**config.mk**
```make
export PLATFORM = sky130hd
export DESIGN_NAME = a51_session_ctrl_flat
export DESIGN_NICKNAME = d
export VERILOG_FILES = /design/src/rtl/a51_session_ctrl_pkg.sv /design/src/rtl/a51_session_ctrl_if.sv /design/src/rtl/a51_session_ctrl_phase_counter.sv /design/src/rtl/a51_session_ctrl.sv /design/src/flat_wrapper.sv
export SDC_FILE = /design/constraint.sdc
export NUM_CORES = 1
export LEC_CHECK = 0
export CAP_MARGIN = 10
export CORE_MARGIN = 10
export CORE_UTILIZATION = 60
export CTS_CLUSTER_DIAMETER = 80
export DETAILED_ROUTE_END_ITERATION = 8
export GPL_TIMING_DRIVEN = 0
export PLACE_DENSITY = 0.89
export SETUP_SLACK_MARGIN = 0.5
export SLEW_MARGIN = 30
export SYNTH_ARGS = -nofsm -noshare
export SYNTH_HDL_FRONTEND = slang
export SYNTH_SLANG_ARGS = --single-unit
```
**constraint.sdc**
```tcl
create_clock -name clk -period 4.6 [get_ports clk]
set_clock_uncertainty 0.1 [all_clocks]
set_input_delay 1.38 -clock clk [delete_from_list [all_inputs] [get_ports clk]]
set_output_delay 1.38 -clock clk [all_outputs]
set_load 0.02 [all_outputs]
```
**src/rtl/a51_session_ctrl_pkg.sv**
```systemverilog
`default_nettype none
// ============================================================================
//  Module   : a51_pkg
//  Purpose  : Shared constants and state encoding for the A5/1 session
//             sequencer and its phase counter.
//  Revision : 1.0  initial release
// ============================================================================
package a51_pkg;

    localparam int KEY_BITS   = 64;
    localparam int FRAME_BITS = 22;
    localparam int KF_BITS    = KEY_BITS + FRAME_BITS;
    localparam int MIX_CYCLES = 100;
    localparam int KS_BITS    = 224;
    localparam int N_BYTES    = KS_BITS / 8;
    localparam int CNT_W      = 9;

    // Session phases, in the order a session walks through them
    typedef enum logic [2:0] {
        IDLE = 3'd0,
        LOAD = 3'd1,
        MIX  = 3'd2,
        GEN  = 3'd3,
        EMIT = 3'd4,
        DONE = 3'd5
    } state_t;

endpackage : a51_pkg
`default_nettype wire

```
**src/rtl/a51_session_ctrl_if.sv**
```systemverilog
`default_nettype none
// ============================================================================
//  Module   : a51_session_ctrl_if
//  Purpose  : Ciphertext byte handshake towards the LCD writer.
//  Revision : 1.0  initial release
// ============================================================================
interface a51_session_ctrl_if;

    logic       char_valid;
    logic [7:0] char_data;
    logic       char_ready;

    modport master (output char_valid, output char_data, input char_ready);
    modport slave  (input char_valid, input char_data, output char_ready);

endinterface : a51_session_ctrl_if
`default_nettype wire

```
**src/rtl/a51_session_ctrl_phase_counter.sv**
```systemverilog
`default_nettype none
// ============================================================================
//  Module   : a51_phase_counter
//  Purpose  : Phase length counter with synchronous clear and a terminal
//             flag that is high while the count equals limit-1.
//  Revision : 1.0  initial release
// ============================================================================
module a51_phase_counter
    import a51_pkg::*;
(
    input  logic             clk,
    input  logic             reset,
    input  logic             i_clear,
    input  logic             i_en,
    input  logic [CNT_W-1:0] i_limit,
    output logic             o_last
);

    logic [CNT_W-1:0] r_cnt;

    // Count enabled cycles; clear has priority so a new phase starts at 0
    always_ff @(posedge clk or negedge reset) begin
        if (!reset) begin
            r_cnt <= '0;
        end else if (i_clear) begin
            r_cnt <= '0;
        end else if (i_en) begin
            r_cnt <= r_cnt + 1'b1;
        end
    end

    assign o_last = (r_cnt == (i_limit - 1'b1));

endmodule : a51_phase_counter
`default_nettype wire

```
**src/rtl/a51_session_ctrl.sv**
```systemverilog
`default_nettype none
// ============================================================================
//  Module   : a51_session_ctrl
//  Purpose  : A5/1 session sequencer. Latches key+frame and message on a
//             start edge, steps the keygen through load/mix/output phases,
//             captures the keystream and hands out ciphertext bytes.
//  Revision : 1.0  initial release
// ============================================================================
module a51_session_ctrl
    import a51_pkg::*;
(
    input  logic               clk,
    input  logic               reset,
    input  logic               start,
    input  logic               abort,
    input  logic [KF_BITS-1:0] keyframe,
    input  logic [KS_BITS-1:0] msg,
    input  logic               ks_bit,
    output logic               load_bit,
    output logic               stage_load,
    output logic               stage_mix,
    output logic               stage_out,
    output logic               busy,
    output logic               done,
    a51_session_ctrl_if.master bus
);

    state_t             r_state;
    logic               r_start_f1;
    logic               r_start_f2;
    // Shadows are consumed LSB-first by shifting, so bit/byte 0 is always
    // at the bottom; the keystream shifts in from the top so the first
    // captured bit ends up at position 0.
    logic [KF_BITS-1:0] r_kf_shadow;
    logic [KS_BITS-1:0] r_msg_shadow;
    logic [KS_BITS-1:0] r_ks_reg;

    logic               w_start_edge;
    logic               w_go;
    logic               w_xfer;
    logic               w_cnt_en;
    logic               w_last;
    logic               w_phase_end;
    logic               w_cnt_clr;
    logic [CNT_W-1:0]   w_limit;

    assign w_start_edge = r_start_f1 & ~r_start_f2;
    assign w_go         = (r_state == IDLE) & w_start_edge & ~abort;
    assign w_xfer       = (r_state == EMIT) & bus.char_ready;
    assign w_cnt_en     = (r_state == LOAD) | (r_state == MIX) |
                          (r_state == GEN)  | w_xfer;
    assign w_phase_end  = w_cnt_en & w_last;
    assign w_cnt_clr    = w_phase_end | w_go | abort;

    // Phase length for the current state; EMIT counts transfers, not cycles
    always_comb begin
        w_limit = CNT_W'(1);
        case (r_state)
            LOAD:    w_limit = CNT_W'(KF_BITS);
            MIX:     w_limit = CNT_W'(MIX_CYCLES);
            GEN:     w_limit = CNT_W'(KS_BITS);
            EMIT:    w_limit = CNT_W'(N_BYTES);
            default: w_limit = CNT_W'(1);
        endcase
    end

    a51_phase_counter u_cnt (
        .clk     (clk),
        .reset   (reset),
        .i_clear (w_cnt_clr),
        .i_en    (w_cnt_en),
        .i_limit (w_limit),
        .o_last  (w_last)
    );

    // Two-flop start synchroniser feeding the rising-edge detector
    always_ff @(posedge clk or negedge reset) begin
        if (!reset) begin
            r_start_f1 <= 1'b0;
            r_start_f2 <= 1'b0;
        end else begin
            r_start_f1 <= start;
            r_start_f2 <= r_start_f1;
        end
    end

    // Session FSM with shadow/keystream datapath; abort beats everything
    always_ff @(posedge clk or negedge reset) begin
        if (!reset) begin
            r_state      <= IDLE;
            r_kf_shadow  <= '0;
            r_msg_shadow <= '0;
            r_ks_reg     <= '0;
        end else if (abort && (r_state != IDLE)) begin
            r_state  <= IDLE;
            r_ks_reg <= '0;
        end else begin
            case (r_state)
                IDLE: begin
                    if (w_go) begin
                        r_kf_shadow  <= keyframe;
                        r_msg_shadow <= msg;
                        r_state      <= LOAD;
                    end
                end
                LOAD: begin
                    r_kf_shadow <= r_kf_shadow >> 1;
                    if (w_last) r_state <= MIX;
                end
                MIX: begin
                    if (w_last) r_state <= GEN;
                end
                GEN: begin
                    r_ks_reg <= {ks_bit, r_ks_reg[KS_BITS-1:1]};
                    if (w_last) r_state <= EMIT;
                end
                EMIT: begin
                    if (w_xfer) begin
                        r_msg_shadow <= r_msg_shadow >> 8;
                        r_ks_reg     <= r_ks_reg >> 8;
                        if (w_last) r_state <= DONE;
                    end
                end
                DONE:    r_state <= IDLE;
                default: r_state <= IDLE;
            endcase
        end
    end

    assign stage_load     = (r_state == LOAD);
    assign stage_mix      = (r_state == MIX);
    assign stage_out      = (r_state == GEN);
    assign load_bit       = stage_load & r_kf_shadow[0];
    assign busy           = (r_state != IDLE);
    assign done           = (r_state == DONE);
    assign bus.char_valid = (r_state == EMIT);
    assign bus.char_data  = (r_state == EMIT) ?
                            (r_msg_shadow[7:0] ^ r_ks_reg[7:0]) : 8'h00;

endmodule : a51_session_ctrl
`default_nettype wire

```
**src/flat_wrapper.sv**
```systemverilog
// flat-port wrapper written by rule: the top's interface ports become plain ports
module a51_session_ctrl_flat import a51_pkg::*;
  (clk, reset, start, abort, keyframe, msg, ks_bit, load_bit, stage_load, stage_mix, stage_out, busy, done, bus_char_valid, bus_char_data, bus_char_ready);
  a51_session_ctrl_if bus_i ();
  input  logic clk;
  input  logic reset;
  input  logic start;
  input  logic abort;
  input  logic [KF_BITS-1:0] keyframe;
  input  logic [KS_BITS-1:0] msg;
  input  logic ks_bit;
  output logic load_bit;
  output logic stage_load;
  output logic stage_mix;
  output logic stage_out;
  output logic busy;
  output logic done;
  output wire logic [$bits(bus_i.char_valid)-1:0] bus_char_valid;
  output wire logic [$bits(bus_i.char_data)-1:0] bus_char_data;
  input wire logic [$bits(bus_i.char_ready)-1:0] bus_char_ready;
  assign bus_char_valid = bus_i.char_valid;
  assign bus_char_data = bus_i.char_data;
  assign bus_i.char_ready = bus_char_ready;
  a51_session_ctrl u_core (.clk(clk), .reset(reset), .start(start), .abort(abort), .keyframe(keyframe), .msg(msg), .ks_bit(ks_bit), .load_bit(load_bit), .stage_load(stage_load), .stage_mix(stage_mix), .stage_out(stage_out), .busy(busy), .done(done), .bus(bus_i));
endmodule
```
==> metrics, run 1 <==
Hold Path Stages 0; GR Util All Layers 0.281; most common cell in the netlist dfrtp_1; syn_nets 2773; hpwl dp roughly 55000 um; grt total ovfl 0; FF/Latch Area 13700 um^2; total power 0.0155 W; Worst-Skew Late Latency 620 ps; Hold Crit Class flip-flop to flip-flop; port bufs 329; Post-CTS Hold Buffers 0; switching share of power 0.336; Max-slew headroom 0.556; critical path class flip-flop to primary output; # placed instances 3385; Peak VDD IR 0.000349 V; fin cells 3512; Hold Crit Endpoint u_core.r_start_f2; Internal 0.0103 W; num rows 77; post-synth top area cell dfrtp_1; R2R Setup Slk 1840 ps; Reg-to-Reg Start u_core.r_start_f1; initial antenna violation count 35; post-synthesis adder-cell area fraction 0.000468; min-delay src u_core.r_start_f1; reg2reg end u_core.r_msg_shadow[118]; P per Cell Area 471 nW/um^2; Sequential Power Share 0.453; vias in the first global route roughly 22000; largest net degree at the start of global routing approximately 90; Initial Utilization 0.606; Distinct cells, synth 52; Sw Pwr roughly 0.0052 W; CP Data Required Time 3120 ps; Compound-Gate Fraction of Synth Area 0.156; CP endpoint kind primary output; Area contributors post-synth dfrtp_1, mux2i_1, nand2_1; XOR/XNOR Fraction of Synth Area 0.00622; Area Growth Syn to Fin 23.1%; Multi-input gate area about 12000 um^2; routability cong. 0.895; syn_area_per_cell roughly 11 um^2; simple logic cell fraction of the synthesized area 0.0882; first-pass GRT wire length 121000 um; NumNets Final between 3000 and 4000; Root Driver clkbuf_16; Via Count 21118; final design utilization 0.746; register area share after synthesis 0.513; area of the mapped netlist 26700 um^2; Core Footprint 44100 um^2; Setup TNS Final 0 ps; Final min period 4090 ps; Worst setup SP type flip-flop; # fillers 2732; Async SR Flop Fraction 1.00; CTS tree built; Pleak 15.1 nW; Die Span Y ~230 um; main flop type after synthesis dfrtp_1; Die Wd 231 um; DRC viols 0; Final setup violation count 0; Fin. Hold Viols 0; 1st-pass router iterations 5; CP max FO 10; clock share of power 0.294; Least-Margin Pin Slew 664 ps; status complete, no violations; mux cell area share after synthesis 0.194; layout cells sized above 1 0.139; remaining antenna violation count after routing 0; fmax 0.245 GHz; max cap viols 0; reg2reg path depth 6; largest family of logic cells by synthesized area multiplexers; CTS Buf Count 55; clk sinks about 550; Post-synth top cells dfrtp_1, nand2_1, mux2i_1, o21ai_0, o31ai_2; clk slew on worst S/H paths 60 ps; Die ar. 53400 um^2; drt via density 6.01; Logic pwr share 0.253; drt first-iter violations 1924; Mapped Cells between 2000 and 2500; synth warn 0; DR WL/cell ~22 um; DRT Wirelength 76900 um; Critical Path AT roughly 2600 ps; post-synth top area share 0.513; Final period util 0.888; Yosys reg bits 548; RSZ-0062 raised after global routing true; IO Count approximately 330; Post-synth EDFFs 0; H-tree levels 2; buffer depth of the longest clock path 3; Slew Viols, Final 0
[stage by stage]
step / instance area, um^2 / hold WS [ps] / worst slack [ps]
after floorplan: 26700 / 268 / 1440
final: 32900 / 304 / 515
after CTS: 32900 / 302 / 378
after global routing: 32900 / 318 / 464
after detailed placement: 31000 / 292 / 246
after global placement: 30800 / 282 / -21180
[layout make-up]
| class | count | area share |
|---|---|---|
| Antenna cell | 25 | 0.00190 |
| Buffer | 208 | 0.0345 |
| Clock buffer | 79 | 0.0501 |
| Clock inverter | 22 | 0.00578 |
| Inverter | 6 | 0.000684 |
| Multi-Input combinational cell | 1694 | 0.362 |
| Sequential cell | 548 | 0.417 |
| Tap cell | 592 | 0.0225 |
| Timing Repair Buffer | 338 | 0.106 |
[cell families after synthesis]
logic type | after synthesis
compound gates | 557
xor+xnor | 19
fa+ha+maj | 1
buf+inv | 214
flops | 548
mux | 518
simple gates | 599
[power by group through the flow]
stage	combinational, W	clock [W]	sequential (W)
after floorplan	0.00265	0	0.00677
after global placement	0.00355	0	0.00698
after detailed placement	0.00379	0	0.00704
after CTS	0.00391	0.00460	0.00698
after global routing	0.00434	0.00479	0.00714
final	0.00392	0.00455	0.00703
[per-layer routing]
metal / track usage / vias to the layer above / part of all wire
li1: - / 9481 / -
met1: 0.333 / 10586 / 0.39
met2: 0.471 / 788 / 0.49
met3: 0.0721 / 245 / 0.069
met4: 0.141 / 18 / 0.048
met5: 0 / - / 0.0015
[repair_timing]
| item | CTS | global route |
|---|---|---|
| pin swaps | 1 | 1 |
| resized for setup | 23 | 18 |
| setup buffers | 1 | 0 |
| endpoints found under the setup margin | 11 | 10 |
| cloned | 0 | 0 |
[critical path: stages, from the launching register on]
cell and delay (ps):
dfrtp_1 420, buf_4 190, buf_4 190, nor3_4 400, buf_6 170, buf_6 150, buf_8 160, and2_1 130
buf_2 170
[layout by cell type (no fill, tap or decap), types with 4 or more instances in the layout]
cell	count
clkdlybuf4s50_1	317
clkinv_2	14
xnor2_1	13
nor2_1	24
buf_2	103
buf_6	21
buf_1	11
and2_1	4
mux2i_1	518
nor3b_1	4
clkbuf_1	65
nand2_1	542
clkbuf_2	4
diode_2	25
o31ai_2	140
clkbuf_8	16
o21ai_1	80
o21ai_0	232
xor2_1	6
a22o_1	11
inv_1	5
clkbuf_16	56
o31ai_1	77
buf_4	14
dfrtp_1	548
buf_16	7
[how the worst max path moves through the flow]
stage / start / endpoint / slack [ps] / depth (start not counted)
after floorplan: u_core.r_state[2] / load_bit / 1440 / 7
after global placement: reset / u_core.r_ks_reg[142] / -21180 / 1
after detailed placement: u_core.r_state[2] / load_bit / 250 / 8
after CTS: u_core.r_state[2] / load_bit / 380 / 8
after global routing: u_core.r_state[2] / load_bit / 460 / 8
final: u_core.r_state[2] / load_bit / 510 / 8
No activity file was read; power rests on OpenSTA's default activity.
==> run 2: changes to the inputs <==
--- a/config.mk
+++ b/config.mk
@@ -16,4 +16,5 @@
 export SLEW_MARGIN = 30
 export SYNTH_ARGS = -nofsm -noshare
 export SYNTH_HDL_FRONTEND = slang
+export SYNTH_HIERARCHICAL = 1
 export SYNTH_SLANG_ARGS = --single-unit
==> metrics, run 2 <==
status complete, no violations; Post-synth EDFFs 0 (unchanged); Area contributors post-synth dfrtp_1, mux2i_1, nand2_1; layout cells sized above 1 0.153 (+0.0141); Final min period 4030 ps (-59.3 ps); Die Span Y 232 um (+0.17%); Max-slew headroom 0.432 (-0.124); Mapped Cells 2694 (+9.7%); Die ar. 53600 um^2 (+0.33%); main flop type after synthesis dfrtp_1; # placed instances 3621 (+7.0%); Sw Pwr 0.00753 W (+44%); Slew Viols, Final 0 (unchanged); 1st-pass router iterations 6 (+1); num rows 77 (unchanged); initial antenna violation count 21 (-40%); CTS tree built; commonest cells after routing, fill and taps aside nand2_1, dfrtp_1, clkdlybuf4s50_1, mux2i_1, o21ai_0; most common cell after layout, fill and taps aside nand2_1; clock share of power 0.225 (-0.069); Area Growth Syn to Fin 23.3%; Internal 0.0128 W (+24%); Peak VDD IR 0.000515 V (+47%); Worst setup SP type flip-flop; delay-heaviest family, CP buffers and inverters; CP max-delay cell or3b_4; P per Cell Area 614 nW/um^2 (+30%); syn_nets 3012 (+8.6%); Async SR Flop Fraction 1.00 (unchanged); reg2reg path depth 19 (+13); # fillers 2780 (+1.8%); CTS Buf Count 55 (unchanged); Post-synth top cells nand2_1, dfrtp_1, mux2i_1, o21ai_0, a21oi_1; clk slew on worst S/H paths 60 ps (about the same); worst hold slack 318 ps (+14.5 ps); first-pass GRT wire length 118000 um (-2.1%); H-tree levels 2 (unchanged); routability cong. 0.930 (+4.0%); largest net degree at the start of global routing 91 (-1.1%); hpwl dp 52900 um (-4.1%); CP max FO 11 (+1); Yosys reg bits 548 (unchanged); Distinct cells, synth 53 (+1.9%); post-synth top area share 0.511 (-0.00186); post-synth top area cell dfrtp_1; vias in the first global route 23055 (+5.7%); CP endpoint kind primary output; grt total ovfl 0 (unchanged); fmax 0.248 GHz (+1.5%); DR WL/cell 20.1 um (-8.4%); clk sinks 548 (unchanged); most common cell in the netlist nand2_1; switching share of power 0.371 (+0.0344); fin cells 3750 (+6.8%); Logic pwr share 0.375 (+0.122); remaining antenna violation count after routing 0 (unchanged); Critical Path, Cell by Cell buf_4 -> or3b_4 -> inv_4 -> buf_6 -> buf_8 -> buf_12 -> clkdlybuf4s15_1; Sequential Power Share 0.401 (-0.052); RSZ-0062 raised after global routing true; register area share after synthesis 0.511 (-0.00186); Least-Margin Pin Slew 851 ps (+187 ps); area of the mapped netlist 26800 um^2 (+0.36%); Final setup violation count 0 (unchanged); NumNets Final 3412 (+7.7%); Die Wd 232 um (+0.17%); max cap viols 0 (unchanged); IO Count 331 (unchanged); Critical Path AT 2550 ps (-60 ps); DRC viols 0 (unchanged); drt via density 5.89 (-2.0%); Hold Crit Class flip-flop to flip-flop; CP Data Required Time 3120 ps (about the same); critical path class flip-flop to primary output; Fin. Hold Viols 0 (unchanged); Hold Path Stages 0 (unchanged); syn_area_per_cell 9.96 um^2 (-8.5%); Root Driver clkbuf_16; synth warn 6 (+6); DRT Wirelength 75200 um (-2.2%); Core Footprint 44200 um^2 (+0.22%); drt first-iter violations 2069 (+7.5%); GR Util All Layers 0.271 (-0.0105); Post-CTS Hold Buffers 0 (unchanged); port bufs 329 (unchanged); Pleak 14.4 nW (-4.2%); Via Count 22099 (+4.6%); Max stage delay on crit path 440 ps (+20 ps); Final period util 0.875 (-0.0129); critical path depth in cells 7 (-1); Initial Utilization 0.607 (+0.000887); Setup TNS Final 0 ps (unchanged); buffer depth of the longest clock path 3 (unchanged); Worst-Skew Late Latency 620 ps (about the same); sum of buffers and inverters on the critical path 6 (unchanged)
==> run 2: metrics by stage <==
stage                     utilization  instance area, um^2  worst slack, ps  power, W
after CTS                       0.745                32900              386    0.0201
after global routing            0.748                33100              435    0.0214
final                           0.748                33100              574    0.0203
after floorplan                     -                26800              788    0.0132
after global placement          0.698                30900           -21220    0.0148
after detailed placement        0.702                31000              237    0.0154
==> run 2: cell families after synthesis <==
family | after synthesis | synth area share
xor gates and xnor gates | 26 | 0.00848
and+or+nand+nor | 812 | 0.118
adders and majority gates | 2 | 0.000932
muxes | 529 | 0.207
buffers and inverters | 221 | 0.0465
DFF | 548 | 0.511
AOI/OAI and AO/OA | 555 | 0.108
other | 1 | 0.000140
==> run 2: final cells by class <==
class                   instances  area [um^2]  share of cell area
flip-flops and latches        548        13700               0.414
multi-input cells            1925        11900               0.361
repair buffers                343         3480               0.105
clock buffers                  86         1680              0.0509
plain buffers                 204         1220              0.0370
well taps                     592          741              0.0224
clock inverters                16          181             0.00548
inverters                      17         66.3             0.00200
diodes                         19         47.5             0.00144
==> run 2: layer usage <==
layer  share of wire  GRT usage
met3           0.066     0.0546
met4           0.045      0.135
met1            0.39      0.323
met5         0.00041          0
met2            0.50      0.461
==> run 2: path summary, 6_finish.rpt <==
kind	start	end	slack, ps
max in group asynchronous	reset	u_core/r_ks_reg[125]	1830
setup / recovery	u_core/r_state[2]	bus_char_valid	570
hold reg to reg	u_core/r_start_f1	u_core/r_start_f2	320
hold / removal	u_core/r_start_f1	u_core/r_start_f2	320
min in group asynchronous	reset	u_core/r_msg_shadow[53]	580
setup reg to reg	u_core/r_state[2]	u_core/u_cnt/r_cnt[7]	610
==> run 2: timing repair <==
| item | CTS | global route |
|---|---|---|
| setup endpoints to repair | 15 | 18 |
| buffers inserted | 1 | 7 |
| gates cloned | 0 | 0 |
| pin swaps | 1 | 4 |
| resized for setup | 21 | 37 |
==> run 2: power groups by stage <==
| stage | combinational (W) | sequential [W] | clock, W |
|---|---|---|---|
| detailed placement | 0.00727 | 0.00809 | 0 |
| global route | 0.00830 | 0.00834 | 0.00481 |
| finish | 0.00761 | 0.00814 | 0.00456 |
| CTS | 0.00738 | 0.00807 | 0.00461 |
| floorplan | 0.00551 | 0.00766 | 0 |
| global placement | 0.00683 | 0.00802 | 0 |
==> run 3: changes to the inputs <==
--- a/config.mk
+++ b/config.mk
@@ -6,7 +6,6 @@
 export NUM_CORES = 1
 export LEC_CHECK = 0
 export CAP_MARGIN = 10
-export CORE_MARGIN = 10
 export CORE_UTILIZATION = 60
 export CTS_CLUSTER_DIAMETER = 80
 export DETAILED_ROUTE_END_ITERATION = 8
==> metrics, run 3 (synthesis results as in run 2) <==
layout cells sized above 1 0.153 (-0.000221); hpwl dp 50300 um (-5.0%); met1 wire length 28300 um (-2.4%); RSZ-0062 raised after global routing true; vias in the first global route 22597 (-2.0%); Critical Path AT 2590 ps (+40 ps); # placed instances 3621 (unchanged); CP max FO 10 (-1); Final min period 4070 ps (+44.5 ps); Peak VDD IR 0.000391 V (-24%); initial antenna violation count 18 (-14%); remaining antenna violation count after routing 0 (unchanged); Least-Margin Pin Slew 1000 ps (+154 ps); DRT Wirelength 72300 um (-3.8%); fin cells 3746 (-0.11%); top layer in use met5; Post-Place Worst Slack 159 ps (-77.4 ps); Initial Utilization 0.608 (+0.00133); CTS tree built; drt first-iter violations 1798 (-13%); CP Data Required Time 3120 ps (about the same); H-tree levels 2 (unchanged); Worst setup SP type flip-flop; NumNets Final 3409 (-0.088%); Worst-Skew Late Latency 620 ps (about the same); Hold Crit Class flip-flop to flip-flop; status complete, no violations; routability cong. 0.892 (-4.2%); Root Driver clkbuf_16; Max stage delay on crit path 470 ps (+30 ps); met2 WL 35800 um (-5.4%); final worst slack 530 ps (-44.5 ps); critical path class flip-flop to primary output; commonest cells after routing, fill and taps aside nand2_1, dfrtp_1, clkdlybuf4s50_1, mux2i_1, o21ai_0; CP max-delay cell or3b_4; 1st-pass router iterations 5 (-1); Fin. Hold Viols 0 (unchanged); fmax 0.246 GHz (-1.1%); clk sinks 548 (unchanged); Critical Path, Cell by Cell buf_2 -> or3b_4 -> buf_6 -> clkbuf_4 -> nor2_1 -> dlygate4sd2_1; buffer depth of the longest clock path 3 (unchanged); worst hold slack 306 ps (-11.8 ps); Slew Viols, Final 0 (unchanged); Max-slew headroom 0.329 (-0.103); Die Span Y 214 um (-7.8%); P per Cell Area 627 nW/um^2 (+2.1%); FF/Latch Area 13700 um^2 (unchanged); final design utilization 0.755 (+0.00668); Pleak 14.5 nW (+0.81%); Area Growth Syn to Fin 24.1%; DR WL met3 4760 um (-4.3%); DRC viols 0 (unchanged); clk slew on worst S/H paths 70 ps (about the same); Setup TNS Final 0 ps (unchanged); CP endpoint kind primary output; Core Footprint 44100 um^2 (-0.22%); drt via density 5.86 (-0.63%); Multi-input gate area 11900 um^2 (about the same); Final setup violation count 0 (unchanged); port bufs 329 (unchanged); GR Util All Layers 0.322 (+0.0515); Final period util 0.885 (+0.00967); max cap viols 0 (unchanged); Via Count 21936 (-0.74%); Die ar. 45600 um^2 (-15%); Die Wd 214 um (-7.8%); first-pass GRT wire length 117000 um (-1.5%); IO Count 331 (unchanged); grt total ovfl 0 (unchanged); largest net degree at the start of global routing 93 (+2.2%); most common cell after layout, fill and taps aside nand2_1; num rows 77 (unchanged); CTS Buf Count 56 (+1.8%); # fillers 2743 (-1.3%); DR WL/cell 19.3 um (-3.7%)
run 3: path summary, 6_finish.rpt:
kind / startpoint / to / slack [ps] / cells after the start
worst max-delay path: u_core/r_state[1] / bus_char_data[1] / 530 / 6
worst min-delay path: u_core/r_start_f1 / u_core/r_start_f2 / 310 / 0
worst max register to register: u_core/r_state[2] / u_core/u_cnt/r_cnt[7] / 610 / 19
worst min register to register: u_core/r_start_f1 / u_core/r_start_f2 / 310 / 0
max in group asynchronous: reset / u_core/r_ks_reg[113] / 1760 / 5
min in group asynchronous: reset / u_core/r_msg_shadow[54] / 630 / 1
run 3: per-layer routing:
metal / GRT usage / vias up
met4: 0.171 / 2
met1: 0.400 / 10883
met3: 0.0647 / 212
met5: 0 / -
met2: 0.535 / 858
li1: - / 9981
run 3: repair_timing:
action	CTS	global route
pin swaps	1	4
hold endpoints to repair	0	0
resized for setup	24	27
setup buffers	1	3
endpoints found under the setup margin	15	16
hold buffers	0	0
run 3: power breakdown:
group | total, W | switching [W] | internal, W | leakage [nW]
combinational | 0.00755 | 0.00418 | 0.00338 | 6.28
sequential | 0.00815 | 0.00139 | 0.00676 | 7.22
clock | 0.00518 | 0.00197 | 0.00321 | 1.05
run 3: worst max-delay path, delay by kind of cell, from the launching register on:
kind | cells | cell delay [ps]
buf+inv | 4 | 1010
simple gates | 2 | 590
flops | 1 | 360
run 3: area by class of cell:
| class | instances | share of cell area |
|---|---|---|
| antenna | 17 | 0.00128 |
| buffer | 204 | 0.0367 |
| clock buffer | 78 | 0.0503 |
| multi-input combinational | 1925 | 0.358 |
| timing repair buffer | 339 | 0.104 |
| inverter | 17 | 0.00192 |
| clock inverter | 26 | 0.0133 |
| tap | 592 | 0.0222 |
| sequential | 548 | 0.412 |
run 3: stage by stage:
step,area (um^2),total power (W)
2_1_floorplan,26800,0.0132
3_3_place_gp,30900,0.0148
3_5_place_dp,31000,0.0153
4_1_cts,33200,0.0207
5_1_grt,33300,0.0220
6_report,33300,0.0209
